**config.mk**
```make
export PLATFORM = sky130hd
export DESIGN_NAME = instr_encoder
export DESIGN_NICKNAME = d
export VERILOG_FILES = /design/src/rtl/instr_encoder.sv
export SDC_FILE = /design/constraint.sdc
export NUM_CORES = 1
export LEC_CHECK = 0
export CORE_MARGIN = 2
export CORE_UTILIZATION = 40
export DETAILED_ROUTE_END_ITERATION = 8
export PLACE_DENSITY = 0.66
export SLEW_MARGIN = 30
export SYNTH_ARGS = -nofsm -noshare
export SYNTH_HDL_FRONTEND = slang
export SYNTH_SLANG_ARGS = --single-unit
```
**constraint.sdc**
```tcl
create_clock -name i_clk -period 5.08 [get_ports i_clk]
set_input_delay 0.508 -clock i_clk [delete_from_list [all_inputs] [get_ports i_clk]]
set_output_delay 0.508 -clock i_clk [all_outputs]
set_load 0.005 [all_outputs]
```
**src/rtl/instr_encoder.sv**
```systemverilog
// RV32I instruction encoder: takes field-level requests, checks legality and writes
// each legal encoded word to consecutive instruction-memory addresses.
`timescale 1ns/1ps
module instr_encoder #(
    parameter int unsigned BASE_ADDR = 0,
    parameter int unsigned DEPTH     = 256,
    parameter int unsigned ADDR_W    = 32
) (
    input  logic                       i_clk,
    input  logic                       i_rst,
    input  logic                       i_clear,
    input  logic                       i_req_valid,
    output logic                       o_req_ready,
    input  logic [3:0]                 i_fmt,
    input  logic [4:0]                 i_rd,
    input  logic [4:0]                 i_rs1,
    input  logic [4:0]                 i_rs2,
    input  logic [2:0]                 i_funct3,
    input  logic [6:0]                 i_funct7,
    input  logic [31:0]                i_imm,
    output logic                       o_mem_we,
    output logic [ADDR_W-1:0]          o_mem_addr,
    output logic [31:0]                o_mem_wdata,
    output logic [$clog2(DEPTH+1)-1:0] o_count,
    output logic                       o_full,
    output logic                       o_err,
    output logic [1:0]                 o_err_code
);
    localparam int unsigned CW = $clog2(DEPTH+1);

    typedef enum logic [1:0] {IDLE, ENC, WR} state_t;
    typedef enum logic [3:0] {
        F_R, F_LOAD, F_OPIMM, F_JALR, F_STORE, F_BRANCH, F_JAL, F_LUI, F_AUIPC
    } fmt_t;

    localparam logic [1:0] E_NONE  = 2'b00;
    localparam logic [1:0] E_FMT   = 2'b01;
    localparam logic [1:0] E_RANGE = 2'b10;
    localparam logic [1:0] E_ALIGN = 2'b11;

    state_t      state;
    logic [3:0]  fmt_q;
    logic [4:0]  rd_q, rs1_q, rs2_q;
    logic [2:0]  f3_q;
    logic [6:0]  f7_q;
    logic [31:0] imm_q;
    logic        we_q;
    logic [31:0] word;
    logic [1:0]  chk;
    logic        i_ok, b_ok, j_ok;

    // Immediate fits when every bit above the encodable field equals its sign bit
    assign i_ok = (&imm_q[31:11]) | ~(|imm_q[31:11]);
    assign b_ok = (&imm_q[31:12]) | ~(|imm_q[31:12]);
    assign j_ok = (&imm_q[31:20]) | ~(|imm_q[31:20]);

    always_comb begin
        word = '0;
        chk  = E_NONE;
        case (fmt_q)
            F_R:      word = {f7_q, rs2_q, rs1_q, f3_q, rd_q, 7'b0110011};
            F_LOAD: begin
                word = {imm_q[11:0], rs1_q, f3_q, rd_q, 7'b0000011};
                chk  = i_ok ? E_NONE : E_RANGE;
            end
            F_OPIMM: begin
                word = {imm_q[11:0], rs1_q, f3_q, rd_q, 7'b0010011};
                chk  = i_ok ? E_NONE : E_RANGE;
            end
            F_JALR: begin
                word = {imm_q[11:0], rs1_q, f3_q, rd_q, 7'b1100111};
                chk  = i_ok ? E_NONE : E_RANGE;
            end
            F_STORE: begin
                word = {imm_q[11:5], rs2_q, rs1_q, f3_q, imm_q[4:0], 7'b0100011};
                chk  = i_ok ? E_NONE : E_RANGE;
            end
            F_BRANCH: begin
                word = {imm_q[12], imm_q[10:5], rs2_q, rs1_q, f3_q, imm_q[4:1], imm_q[11],
                        7'b1100011};
                chk  = imm_q[0] ? E_ALIGN : (b_ok ? E_NONE : E_RANGE);
            end
            F_JAL: begin
                word = {imm_q[20], imm_q[10:1], imm_q[11], imm_q[19:12], rd_q, 7'b1101111};
                chk  = imm_q[0] ? E_ALIGN : (j_ok ? E_NONE : E_RANGE);
            end
            F_LUI: begin
                word = {imm_q[31:12], rd_q, 7'b0110111};
                chk  = (|imm_q[11:0]) ? E_RANGE : E_NONE;
            end
            F_AUIPC: begin
                word = {imm_q[31:12], rd_q, 7'b0010111};
                chk  = (|imm_q[11:0]) ? E_RANGE : E_NONE;
            end
            default:  chk = E_FMT;
        endcase
    end

    assign o_full      = (o_count == CW'(DEPTH));
    assign o_req_ready = (state == IDLE) && !o_full;
    // Gated by clear so a write pending in WR never reaches memory
    assign o_mem_we    = we_q & ~i_clear;

    always_ff @(posedge i_clk or posedge i_rst) begin
        if (i_rst) begin
            state       <= IDLE;
            fmt_q       <= '0;
            rd_q        <= '0;
            rs1_q       <= '0;
            rs2_q       <= '0;
            f3_q        <= '0;
            f7_q        <= '0;
            imm_q       <= '0;
            we_q        <= 1'b0;
            o_mem_addr  <= ADDR_W'(BASE_ADDR);
            o_mem_wdata <= '0;
            o_count     <= '0;
            o_err       <= 1'b0;
            o_err_code  <= '0;
        end else if (i_clear) begin
            state      <= IDLE;
            we_q       <= 1'b0;
            o_mem_addr <= ADDR_W'(BASE_ADDR);
            o_count    <= '0;
            o_err      <= 1'b0;
            o_err_code <= '0;
        end else begin
            case (state)
                IDLE: begin
                    if (i_req_valid && o_req_ready) begin
                        fmt_q <= i_fmt;
                        rd_q  <= i_rd;
                        rs1_q <= i_rs1;
                        rs2_q <= i_rs2;
                        f3_q  <= i_funct3;
                        f7_q  <= i_funct7;
                        imm_q <= i_imm;
                        state <= ENC;
                    end
                end
                ENC: begin
                    if (chk == E_NONE) begin
                        o_mem_wdata <= word;
                        we_q        <= 1'b1;
                        state       <= WR;
                    end else begin
                        o_err <= 1'b1;
                        if (!o_err) o_err_code <= chk;
                        state <= IDLE;
                    end
                end
                WR: begin
                    we_q       <= 1'b0;
                    o_count    <= o_count + CW'(1);
                    o_mem_addr <= o_mem_addr + ADDR_W'(4);
                    state      <= IDLE;
                end
                default: state <= IDLE;
            endcase
        end
    end
endmodule

```
==> metrics <==
ranking of synthesized cells by area=dfrtp_1 (52%), mux2_2 (9.5%), mux2_4 (4.5%), xor2_1 (3.3%), nor2_1 (2.4%); crit-path max FO=33; CP Data Required Time=5.38 ns; area of the core=16400 µm²; multiplexer share of the synthesized area=15.8%; htree depth=4; die area=17600 µm²; GPL Wtd Cong=0.892; Compound-Gate Fraction of Synth Area=9.04%; Leakage=3.70 nW; Max IR drop VDD=0.000266 V; DRC violations left=0; number of global-route vias before repair=5079; FF-to-FF path depth=6; CP startpoint=fmt_q[2]; Multi-input gate area=2930 µm²; Fillers=1409; Syn Inst Count=592; Post-Synth Adder-Cell Area=0.566%; Num CTS Buffers=17; worst-path cell chain=nor2b_1 > a32o_1 > and2_4 > a2111oi_4 > nand3_4 > mux2_2; DIE HEIGHT=133 µm; clk root buf=clkbuf_16; top cell type's share of synthesized area=51.7%; wire length per cell=17.8 µm; Worst-path clk slew=0.06 ns; kind of critical path=flip-flop to flip-flop; Slew @ Worst Pin=0.822 ns; post-synthesis sequential area ratio=51.7%; layout cells sized above 1=16.5%; Final min period=3.33 ns; Post-Synth XOR/XNOR Area=4.36%; Final nets=790; drt via density=5.35; Area Overhead vs Synth=33.2%; setup TNS=0 ns; Synth Cell Area=6630 µm²; number of enable flip-flop cells after synthesis=0; Die Width=133 µm; largest net degree at the start of global routing=99; Worst Min Path Start=o_mem_wdata[1]; detailed placer's ending HPWL=12000 µm; kind of end point of the critical path=flip-flop; asr flop ratio synth=100%; final setup vio count=0; cell family with most CP delay=simple AND/OR/NAND/NOR gates; Worst-Skew Late Latency=0.42 ns; io pins=144; Fin Hold WS=0.501 ns; leading area contributor after synthesis=dfrtp_1; Synth Area in Simple Gates=14.3%; Fin. Hold Viols=0; Slew Limit Headroom=44.8%; Row Count=47; max-cap violation count=0; Post-CTS Hold Fix Bufs=0; clock tree sinks=137; CTS-repair resized insts=0; register area=3430 µm²; Total Wirelength=17000 µm; Hold WC Path Type=flip-flop to flip-flop; commonest cells after routing, fill and taps aside=clkdlybuf4s50_1 (141), dfrtp_1 (137), mux2_2 (56), nor2_1 (42), nand2_1 (38); RSZ-0062 raised after global routing=no; fin crit share=65.6%; Initial Util=40.4%; Slew Viols, Final=0; Routed Antenna Nets=0; FF+latch count, synth=137; syn avg cell area=11.2 µm²; synth warn=0; library cells used by synthesis=52; CP peak stage delay=0.85 ns; main combinational cell family by area after synthesis=multiplexers; status=completed; initial drt markers=417; first-pass GRT wire length=27200 µm; CP arrival=3.63 ns; PortBufs=141; Overflow after GRT=0; clk_skew=0.00865 ns; CP Launch Type=flip-flop; pwr dens=424 nW/µm²; Buf/Inv on CP=0; # Post-CTS Setup Buffers=0; Most used DFF post-synth=dfrtp_1; FF-to-FF Start=fmt_q[2]; initial antenna violation count=1; GRT Util Overall=19.7%; CP max stage cell=dfrtp_1; commonest non-fill, non-tap cell in the layout=clkdlybuf4s50_1; Initial DRT Pass Iterations=5; fmax=300 MHz; CTS tree=built; Hold Crit Depth=1; Via Count=5115; clk buf depth=2; CP Depth=6
==> cell usage after synthesis, types with 2 or more instances <==
master	count
and4_1	2
buf_2	6
nor2b_1	19
or4_1	3
nand4_1	16
o2111ai_1	2
clkbuf_1	19
nor3b_1	2
nand2_1	38
a222oi_1	7
o21ai_0	25
buf_6	6
mux2_4	20
a32o_1	2
ha_1	3
nand2b_1	4
nor3_1	11
a31oi_1	2
nand3_1	14
or3_1	7
nor4_1	11
nor2_1	42
xor2_1	25
dfrtp_1	137
buf_4	4
mux2_1	4
a21oi_1	29
inv_1	18
o22ai_1	9
and2_1	2
mux2i_1	7
and3_1	6
mux2_2	56
xnor2_1	8
a22oi_1	9
==> stage by stage <==
stage                     area, µm²  utilization (%)  power [mW]  setup WS [ns]  std cells
after floorplan                6630                -        1.95          0.904        593
after global placement         8160             49.7        2.36           1.96        923
after detailed placement       8160             49.7        2.38           1.87        923
after CTS                      8820             53.8        3.77           1.86        955
after global routing           8830             53.8        3.92           1.61        956
final                          8830             53.8        3.75           1.75        956
==> kinds of logic after synthesis <==
logic type,count (synthesis)
AO/OA/AOI/OAI,93
AND/OR/NAND/NOR,183
multiplexers,87
adder cells (fa/ha/maj),3
buffers and inverters,55
flip-flops,137
XOR/XNOR,33
other,1
==> layer usage <==
| metal | global-route usage, % | vias to the layer above | routed length [µm] |
|---|---|---|---|
| met2 | 30.1 | 185 | 7910 |
| met5 | 0 | - | 0 |
| li1 | - | 2372 | - |
| met4 | 7.47 | 0 | 361 |
| met1 | 27.5 | 2535 | 7870 |
| met3 | 4.56 | 23 | 903 |
==> report_power, final <==
group          switching [mW]  internal, mW
Sequential              0.207          1.31
Clock                   0.463         0.910
Combinational           0.340         0.519
==> flip-flops by register name (all words and copies together) (netlist names) <==
name / count
f7_q: 7
o_count: 9
fmt_q: 4
we_q: 1
o_err: 1
rs1_q: 5
state: 2
f3_q: 3
imm_q: 32
o_mem_wdata: 31
o_mem_addr: 30
o_err_code: 2
rd_q: 5
rs2_q: 5
==> area by class of cell <==
cell class / count / area share (%)
Clock inverter: 11 / 2.18
Multi-Input combinational cell: 401 / 33.2
Inverter: 18 / 0.850
Timing Repair Buffer: 147 / 16.5
Tap cell: 220 / 3.12
Sequential cell: 137 / 38.8
Antenna cell: 1 / 0.0283
Clock buffer: 21 / 5.33
==> final timing paths <==
path / end / slack [ns]
min in group asynchronous: o_mem_addr[20] / 0.60
max in group asynchronous: f3_q[1] / 3.44
worst min register to register: o_mem_wdata[1] / 0.50
worst min-delay path: o_mem_wdata[1] / 0.50
worst max register to register: o_mem_wdata[9] / 1.75
worst max-delay path: o_mem_wdata[9] / 1.75
No activity file was read; power rests on OpenSTA's default activity.
